File: config.mk
export PLATFORM = sky130hd
export DESIGN_NAME = truco_round_judge_flat
export DESIGN_NICKNAME = d
export VERILOG_FILES = /design/src/rtl/truco_round_judge_pkg.sv /design/src/rtl/truco_round_judge_if.sv /design/src/rtl/truco_card_rank.sv /design/src/rtl/truco_round_judge.sv /design/src/flat_wrapper.sv
export SDC_FILE = /design/constraint.sdc
export NUM_CORES = 1
export LEC_CHECK = 0
export ABC_CLOCK_PERIOD_IN_PS = 2300
export CAP_MARGIN = 20
export CORE_MARGIN = 1.5
export CORE_UTILIZATION = 49
export DETAILED_ROUTE_END_ITERATION = 10
export PLACE_DENSITY = 0.9
export SETUP_SLACK_MARGIN = 0.05
export SYNTH_ARGS = -nofsm -noshare
export SYNTH_HDL_FRONTEND = slang
export SYNTH_SLANG_ARGS = --single-unit
export TNS_END_PERCENT = 20
File: constraint.sdc
create_clock -name Clk -period 2.3 [get_ports Clk]
set_input_delay 0.69 -clock Clk [delete_from_list [all_inputs] [get_ports Clk]]
set_output_delay 0.69 -clock Clk [all_outputs]
set_load 0.03 [all_outputs]
File: src/rtl/truco_round_judge_pkg.sv
// ============================================================================
// Module : truco_pkg
// Brief  : Shared types and constants for the truco round judge and score path.
// Rev    : 1.0  initial release
// ============================================================================
`default_nettype none

package truco_pkg;

    typedef enum logic [2:0] {
        S_IDLE     = 3'd0,
        S_COLLECT  = 3'd1,
        S_JUDGE    = 3'd2,
        S_REPORT   = 3'd3,
        S_HAND_END = 3'd4
    } state_t;

    localparam int DEF_CARD_W   = 3;
    localparam int WINS_W       = 2;
    localparam int SCORE_CARD_W = WINS_W;

    function automatic int pid_width(input int n);
        return (n <= 2) ? 1 : $clog2(n);
    endfunction

endpackage

`default_nettype wire

File: src/rtl/truco_round_judge_if.sv
// ============================================================================
// Module : truco_round_judge_if
// Brief  : Card-offer handshake and result bundle of the round judge.
// Rev    : 1.0  initial release
// ============================================================================
`default_nettype none

interface truco_round_judge_if #(
    parameter int NUM_PLAYERS = 2,
    parameter int CARD_W      = truco_pkg::DEF_CARD_W
);
    localparam int PID_W = truco_pkg::pid_width(NUM_PLAYERS);
    localparam int WV_W  = NUM_PLAYERS * truco_pkg::WINS_W;

    logic                          New_hand;
    logic                          Man_load;
    logic [CARD_W-1:0]             Man_val;
    logic [NUM_PLAYERS-1:0]        Card_valid;
    logic [NUM_PLAYERS*CARD_W-1:0] Card;
    logic [NUM_PLAYERS-1:0]        Card_ready;
    logic [NUM_PLAYERS*CARD_W-1:0] Played;
    logic [NUM_PLAYERS-1:0]        Is_man;
    logic                          Round_done;
    logic [PID_W-1:0]              Round_winner;
    logic                          Round_tie;
    logic [WV_W-1:0]               Wins;
    logic                          Hand_end;
    logic [PID_W-1:0]              Hand_winner;
    logic                          Hand_tie;

    modport master (
        output New_hand, Man_load, Man_val, Card_valid, Card,
        input  Card_ready, Played, Is_man, Round_done, Round_winner, Round_tie,
               Wins, Hand_end, Hand_winner, Hand_tie
    );

    modport slave (
        input  New_hand, Man_load, Man_val, Card_valid, Card,
        output Card_ready, Played, Is_man, Round_done, Round_winner, Round_tie,
               Wins, Hand_end, Hand_winner, Hand_tie
    );

endinterface

`default_nettype wire

File: src/rtl/truco_card_rank.sv
// ============================================================================
// Module : truco_card_rank
// Brief  : Combinational ranking: single manilha wins, else unique highest code.
// Rev    : 1.0  initial release
// ============================================================================
`default_nettype none

module truco_card_rank #(
    parameter int NUM_PLAYERS = 2,
    parameter int CARD_W      = 3,
    parameter int PID_W       = 1
) (
    input  logic [NUM_PLAYERS*CARD_W-1:0] cards,
    input  logic [CARD_W-1:0]             man,
    input  logic                          man_en,
    output logic [PID_W-1:0]              winner,
    output logic                          tie
);
    localparam int CNT_W = $clog2(NUM_PLAYERS + 1);

    logic [CNT_W-1:0]  man_cnt;
    logic [CNT_W-1:0]  top_cnt;
    logic [PID_W-1:0]  man_idx;
    logic [PID_W-1:0]  top_idx;
    logic [CARD_W-1:0] top_code;
    logic [CARD_W-1:0] code;

    always_comb begin
        man_cnt  = '0;
        top_cnt  = '0;
        man_idx  = '0;
        top_idx  = '0;
        top_code = '0;
        code     = '0;
        for (int i = 0; i < NUM_PLAYERS; i++) begin
            code = cards[i*CARD_W +: CARD_W];
            if (man_en && code == man) begin
                man_cnt = man_cnt + CNT_W'(1);
                man_idx = PID_W'(i);
            end
            if (i == 0 || code > top_code) begin
                top_code = code;
                top_idx  = PID_W'(i);
                top_cnt  = CNT_W'(1);
            end else if (code == top_code) begin
                top_cnt = top_cnt + CNT_W'(1);
            end
        end
        // Any manilha overrides plain code order; two or more cancel out.
        winner = (man_cnt == CNT_W'(1)) ? man_idx : top_idx;
        tie    = (man_cnt > CNT_W'(1)) || (man_cnt == '0 && top_cnt > CNT_W'(1));
    end

endmodule

`default_nettype wire

File: src/rtl/truco_round_judge.sv
// ============================================================================
// Module : truco_round_judge
// Brief  : Collects one card per player, judges rounds, counts wins, ends hands.
// Rev    : 1.0  initial release
// ============================================================================
`default_nettype none

module truco_round_judge
    import truco_pkg::*;
#(
    parameter int NUM_PLAYERS = 2,
    parameter int CARD_W      = DEF_CARD_W,
    parameter int ROUNDS      = 3,
    parameter int WINS_TO_END = 2
) (
    input  logic                Clk,
    input  logic                Clr,
    truco_round_judge_if.slave  bus
);
    localparam int PID_W = pid_width(NUM_PLAYERS);
    localparam int RND_W = $clog2(ROUNDS + 1);
    localparam int WV_W  = NUM_PLAYERS * WINS_W;

    state_t                        state;
    state_t                        next_state;
    logic [CARD_W-1:0]             man_code;
    logic [NUM_PLAYERS*CARD_W-1:0] played;
    logic [NUM_PLAYERS-1:0]        full;
    logic [NUM_PLAYERS-1:0]        is_man;
    logic [NUM_PLAYERS-1:0]        ready;
    logic [NUM_PLAYERS-1:0]        accept;
    logic [WV_W-1:0]               wins;
    logic [WV_W-1:0]               wins_upd;
    logic [WINS_W-1:0]             cnt;
    logic [RND_W-1:0]              rnd_cnt;
    logic [PID_W-1:0]              res_winner;
    logic [PID_W-1:0]              rank_winner;
    logic [PID_W-1:0]              hand_winner;
    logic                          res_tie;
    logic                          rank_tie;
    logic                          hand_tie;
    logic                          reach;
    logic                          last_round;

    truco_card_rank #(
        .NUM_PLAYERS (NUM_PLAYERS),
        .CARD_W      (CARD_W),
        .PID_W       (PID_W)
    ) u_round_rank (
        .cards  (played),
        .man    (man_code),
        .man_en (1'b1),
        .winner (rank_winner),
        .tie    (rank_tie)
    );

    // Same ranker scores the hand: no manilha, highest unique win count.
    truco_card_rank #(
        .NUM_PLAYERS (NUM_PLAYERS),
        .CARD_W      (SCORE_CARD_W),
        .PID_W       (PID_W)
    ) u_hand_rank (
        .cards  (wins),
        .man    ({SCORE_CARD_W{1'b0}}),
        .man_en (1'b0),
        .winner (hand_winner),
        .tie    (hand_tie)
    );

    assign accept     = bus.Card_valid & ready;
    assign last_round = (rnd_cnt + RND_W'(1)) == RND_W'(ROUNDS);

    always_comb begin
        wins_upd = wins;
        reach    = 1'b0;
        cnt      = '0;
        for (int i = 0; i < NUM_PLAYERS; i++) begin
            cnt = wins[i*WINS_W +: WINS_W];
            if (!res_tie && res_winner == PID_W'(i) && cnt != '1)
                cnt = cnt + WINS_W'(1);
            wins_upd[i*WINS_W +: WINS_W] = cnt;
            if (int'(cnt) >= WINS_TO_END)
                reach = 1'b1;
        end
    end

    always_ff @(posedge Clk or negedge Clr) begin
        if (!Clr) begin
            state <= S_IDLE;
        end else begin
            state <= next_state;
        end
    end

    always_comb begin
        next_state = state;
        if (bus.New_hand) begin
            next_state = S_IDLE;
        end else begin
            case (state)
                S_IDLE:     if (bus.Man_load) next_state = S_COLLECT;
                S_COLLECT:  if (&(full | accept)) next_state = S_JUDGE;
                S_JUDGE:    next_state = S_REPORT;
                S_REPORT:   next_state = (reach || last_round) ? S_HAND_END : S_COLLECT;
                S_HAND_END: next_state = S_HAND_END;
                default:    next_state = S_IDLE;
            endcase
        end
    end

    always_comb begin
        ready            = '0;
        bus.Round_done   = 1'b0;
        bus.Round_winner = '0;
        bus.Round_tie    = 1'b0;
        bus.Hand_end     = 1'b0;
        bus.Hand_winner  = '0;
        bus.Hand_tie     = 1'b0;
        case (state)
            S_COLLECT: ready = ~full;
            S_REPORT: begin
                bus.Round_done   = 1'b1;
                bus.Round_winner = res_winner;
                bus.Round_tie    = res_tie;
            end
            S_HAND_END: begin
                bus.Hand_end    = 1'b1;
                bus.Hand_winner = hand_winner;
                bus.Hand_tie    = hand_tie;
            end
            default: ;
        endcase
    end

    always_ff @(posedge Clk or negedge Clr) begin
        if (!Clr) begin
            man_code   <= '0;
            played     <= '0;
            full       <= '0;
            is_man     <= '0;
            wins       <= '0;
            rnd_cnt    <= '0;
            res_winner <= '0;
            res_tie    <= 1'b0;
        end else if (bus.New_hand) begin
            // Manilha survives a new hand; it only reloads from IDLE.
            played     <= '0;
            full       <= '0;
            is_man     <= '0;
            wins       <= '0;
            rnd_cnt    <= '0;
            res_winner <= '0;
            res_tie    <= 1'b0;
        end else begin
            if (state == S_IDLE && bus.Man_load)
                man_code <= bus.Man_val;
            for (int i = 0; i < NUM_PLAYERS; i++) begin
                if (accept[i]) begin
                    played[i*CARD_W +: CARD_W] <= bus.Card[i*CARD_W +: CARD_W];
                    full[i]                    <= 1'b1;
                    is_man[i]                  <= (bus.Card[i*CARD_W +: CARD_W] == man_code);
                end
            end
            if (state == S_JUDGE) begin
                res_winner <= rank_winner;
                res_tie    <= rank_tie;
            end
            if (state == S_REPORT) begin
                full    <= '0;
                rnd_cnt <= rnd_cnt + RND_W'(1);
                wins    <= wins_upd;
            end
        end
    end

    assign bus.Card_ready = ready;
    assign bus.Played     = played;
    assign bus.Is_man     = is_man;
    assign bus.Wins       = wins;

endmodule

`default_nettype wire

File: src/flat_wrapper.sv
// flat-port wrapper written by rule: the top's interface ports become plain ports
module truco_round_judge_flat import truco_pkg::*;
#(
    parameter int NUM_PLAYERS = 2,
    parameter int CARD_W      = DEF_CARD_W,
    parameter int ROUNDS      = 3,
    parameter int WINS_TO_END = 2
)
  (Clk, Clr, bus_New_hand, bus_Man_load, bus_Man_val, bus_Card_valid, bus_Card, bus_Card_ready, bus_Played, bus_Is_man, bus_Round_done, bus_Round_winner, bus_Round_tie, bus_Wins, bus_Hand_end, bus_Hand_winner, bus_Hand_tie);
  truco_round_judge_if #(.NUM_PLAYERS(NUM_PLAYERS), .CARD_W(CARD_W)) bus_i ();
  input  logic Clk;
  input  logic Clr;
  input wire logic [$bits(bus_i.New_hand)-1:0] bus_New_hand;
  input wire logic [$bits(bus_i.Man_load)-1:0] bus_Man_load;
  input wire logic [$bits(bus_i.Man_val)-1:0] bus_Man_val;
  input wire logic [$bits(bus_i.Card_valid)-1:0] bus_Card_valid;
  input wire logic [$bits(bus_i.Card)-1:0] bus_Card;
  output wire logic [$bits(bus_i.Card_ready)-1:0] bus_Card_ready;
  output wire logic [$bits(bus_i.Played)-1:0] bus_Played;
  output wire logic [$bits(bus_i.Is_man)-1:0] bus_Is_man;
  output wire logic [$bits(bus_i.Round_done)-1:0] bus_Round_done;
  output wire logic [$bits(bus_i.Round_winner)-1:0] bus_Round_winner;
  output wire logic [$bits(bus_i.Round_tie)-1:0] bus_Round_tie;
  output wire logic [$bits(bus_i.Wins)-1:0] bus_Wins;
  output wire logic [$bits(bus_i.Hand_end)-1:0] bus_Hand_end;
  output wire logic [$bits(bus_i.Hand_winner)-1:0] bus_Hand_winner;
  output wire logic [$bits(bus_i.Hand_tie)-1:0] bus_Hand_tie;
  assign bus_i.New_hand = bus_New_hand;
  assign bus_i.Man_load = bus_Man_load;
  assign bus_i.Man_val = bus_Man_val;
  assign bus_i.Card_valid = bus_Card_valid;
  assign bus_i.Card = bus_Card;
  assign bus_Card_ready = bus_i.Card_ready;
  assign bus_Played = bus_i.Played;
  assign bus_Is_man = bus_i.Is_man;
  assign bus_Round_done = bus_i.Round_done;
  assign bus_Round_winner = bus_i.Round_winner;
  assign bus_Round_tie = bus_i.Round_tie;
  assign bus_Wins = bus_i.Wins;
  assign bus_Hand_end = bus_i.Hand_end;
  assign bus_Hand_winner = bus_i.Hand_winner;
  assign bus_Hand_tie = bus_i.Hand_tie;
  truco_round_judge #(.NUM_PLAYERS(NUM_PLAYERS), .CARD_W(CARD_W), .ROUNDS(ROUNDS), .WINS_TO_END(WINS_TO_END)) u_core (.Clk(Clk), .Clr(Clr), .bus(bus_i));
endmodule
==> flow_metrics.tcl <==
set metrics [dict create \
    min_from "u_core.bus.Is_man[0]" \
    wire_per_inst_microns 15.5 \
    area_growth_pct 31.9 \
    drive_above_1_share 0.173 \
    avgViaCountPerCell 5.73 \
    drt_wl_total_microns 3540 \
    antenna_found_initial 0 \
    final_nets 223 \
    synth_area_leaders "dfrtp_1 40%, ha_1 8.4%, xor2_1 5.9%, a21oi_1 4.7%, mux2_2 3.8%" \
    fillCellCount 203 \
    post-cts-setup-buffers 0 \
    seqCellArea_sq_um 601 \
    switchingPower_mw 0.300 \
    tritoncts "built" \
    m1WireLength_microns 1490 \
    clock-skew-final_ps 15.3 \
    peakVddDrop_mv 0.399 \
    crit_path_max_fanout 2 \
    dp_hpwl_microns 2670 \
    rsz0062_at_grt "yes" \
    grt_pass1_wl_microns 6240 \
    synth_commonest_cells "24 x dfrtp_1, 14 x a21oi_1, 14 x nand2_1" \
    clkSlewWorstSetupHoldPaths_ps 150 \
    pwr-share-clk 0.296 \
    rr_worst_depth 6 \
    multi_input_area_sq_um 812 \
    setup_slack_ps 116 \
    io_pins 35 \
    clk_latency_ps 320 \
    drt_iter0_drc 59 \
    grt_max_degree 25 \
    portBuffers 34 \
    die_w_microns 58.2 \
    switching_share 0.286 \
    clockBufferDepth 2 \
    track_usage 0.239 \
    syn_area_sq_um 1490 \
    yosysMostFrequentCell "dfrtp_1" \
    regToRegSetupSlack_ps 170 \
    hold_violations 0 \
    hp-class "reg2reg" \
    avgSynthCellArea_sq_um 9.57 \
    cp-start-kind "flop" \
    drc_errors 1 \
    die-area_sq_um 3390 \
    overflow 0 \
    whs_endpoint "u_core.bus.Is_man[0]" \
    synth-edff-count 0 \
    async_reset_ff_frac 1.00 \
    worstSetupEndpointType "primary output" \
    fmax_ghz 0.458 \
    fp.coreArea_sq_um 2830 \
    worst_pin_slew_ps 373 \
    timing.rr.end "u_core.state[0]" \
    ctsHoldBuffers 0 \
    setup_tns_ps 0 \
    drv_cap 0 \
    p_int_mw 0.751 \
    cts_root_buf "clkbuf_4" \
    slew_headroom 0.750 \
    crit_arrival_ps 1490 \
    cts_sinks 24 \
    combinationalPowerShare 0.244 \
    synthFlopType "dfrtp_1" \
    ys_types 35 \
    cts_inserted_buffers 3 \
    grt_pass1_vias 1398 \
    initial_core_util 0.528 \
    dpl-instance-area_sq_um 1900 \
    synth_seq_cells 24 \
    r2r-start "u_core.bus.Wins[3]" \
    path_class "reg2out" \
    synth_cells 156 \
    power_frac_seq 0.460 \
    outcome "finished with violations" \
    critPathRequiredTime_ps 1610 \
    pre_cts_slack_ps 98.3 \
    die_h_microns 58.2 \
    final_antenna_net_count 0 \
    failed_checks "design-rule violations" \
    design_area_sq_um 1970 \
    std_cell_rows 19 \
    leakage_nw 0.922 \
    min_period_ps 2180 \
    syn_nets 181 \
    maxSlewViolCount 0 \
    synth.yosys.seq_area_share 0.402 \
    yosysTopAreaCell "dfrtp_1" \
    synth_top_area_frac 0.402 \
    min_path_cells 2 \
    vias 1306 \
    cts-htree-levels 1 \
    drtPass1Iterations 7 \
    place.gp.congestion 0.893 \
    wl_met3_microns 185 \
    ys_warn_count 0 \
    n_antenna_cell 0 \
    finalPower_mw 1.05 \
    route.met2.wl_microns 1810 \
    p_per_area_nw_per_um2 534 \
    setup_violations 0 \
    routed.top_layer "met4" \
    finalCritPeriodShare 0.950 \
]
[cells by family (layout without fill, tap and decap cells)]
| group | count (synthesis) | in the layout | synth area share |
|---|---|---|---|
| XOR/XNOR | 15 | 15 | 0.0880 |
| adder cells (fa/ha/maj) | 10 | 10 | 0.0838 |
| buffers and inverters | 20 | 61 | 0.0620 |
| multiplexers | 7 | 7 | 0.0511 |
| flip-flops | 24 | 24 | 0.402 |
| AND/OR/NAND/NOR | 56 | 56 | 0.218 |
| AO/OA/AOI/OAI | 24 | 24 | 0.0947 |
[power by group through the flow]
stage               logic (mW)  clock network, mW  registers (mW)
floorplan                0.168                  0           0.477
global placement         0.238                  0           0.490
detailed placement       0.253                  0           0.491
CTS                      0.255              0.315           0.483
global route             0.282              0.330           0.489
finish                   0.256              0.312           0.484
[repair_timing]
| item | 4_1_cts | 5_1_grt |
|---|---|---|
| pin swaps | 0 | 1 |
| resized for setup | 2 | 9 |
| endpoints found under the setup margin | 2 | 5 |
[stage by stage]
step | hold WS (ps) | util | instances
after floorplan | 394 | - | 156
after global placement | 508 | 0.670 | 224
after detailed placement | 523 | 0.670 | 224
after CTS | 543 | 0.688 | 228
after global routing | 574 | 0.696 | 228
final | 540 | 0.696 | 228
[cell usage in the layout, fill, tap and decap left out, types with 2 or more instances in the layout]
master	netlist	routed
nand2b_1	2	2
nor3b_1	2	2
buf_6	2	2
clkbuf_4	0	3
nand2_1	14	14
mux2_2	5	5
nand3_1	8	8
ha_1	10	9
a31oi_1	2	2
a21oi_1	14	14
mux2i_1	2	2
nand2_2	2	2
buf_4	0	16
nor4b_4	2	2
and2_1	2	2
nor3_1	6	6
inv_1	11	11
xor2_1	10	10
dfrtp_1	24	24
or4_1	2	2
nor2_1	10	10
clkdlybuf4s50_1	0	24
xnor2_1	5	5
dlymetal6s2s_1	0	2
[sequential cells by signal (all words and copies together) (netlist names)]
register,flops
u_core.res_winner,1
u_core.rnd_cnt,2
u_core.man_code,3
u_core.res_tie,1
u_core.state,3
u_core.bus.Is_man,2
u_core.bus.Wins,4
u_core.full,2
u_core.bus.Played,6
[layout make-up]
cell class                      instances  area share
Clock buffer                            3      0.0114
Clock inverter                          1      0.0153
Inverter                               11      0.0210
Multi-Input combinational cell        112       0.413
Sequential cell                        24       0.305
Tap cell                               31      0.0197
Timing Repair Buffer                   46       0.215
[metal layers]
metal,vias up,GRT usage
met1,634,0.328
li1,620,-
met3,4,0.0156
met4,0,0.0963
met2,48,0.394
met5,-,0
[worst max-delay path by stage]
stage	startpoint	to	cells after the start
floorplan	u_core.bus.Wins[1]	bus_Hand_winner	5
global placement	u_core.bus.Wins[2]	bus_Hand_tie	5
detailed placement	u_core.bus.Wins[2]	bus_Hand_tie	5
CTS	u_core.bus.Wins[2]	bus_Hand_tie	5
global route	u_core.bus.Wins[1]	bus_Hand_winner	6
finish	u_core.bus.Wins[3]	bus_Hand_winner	5
[worst max-delay path, cell delays in order, from the launching register on]
cell,delay (ps)
dfrtp_1,440
ha_4,280
nor2b_1,140
o21ai_1,70
nor2_1,80
buf_4,160
Note: power is estimated with default switching activity, not from simulation.
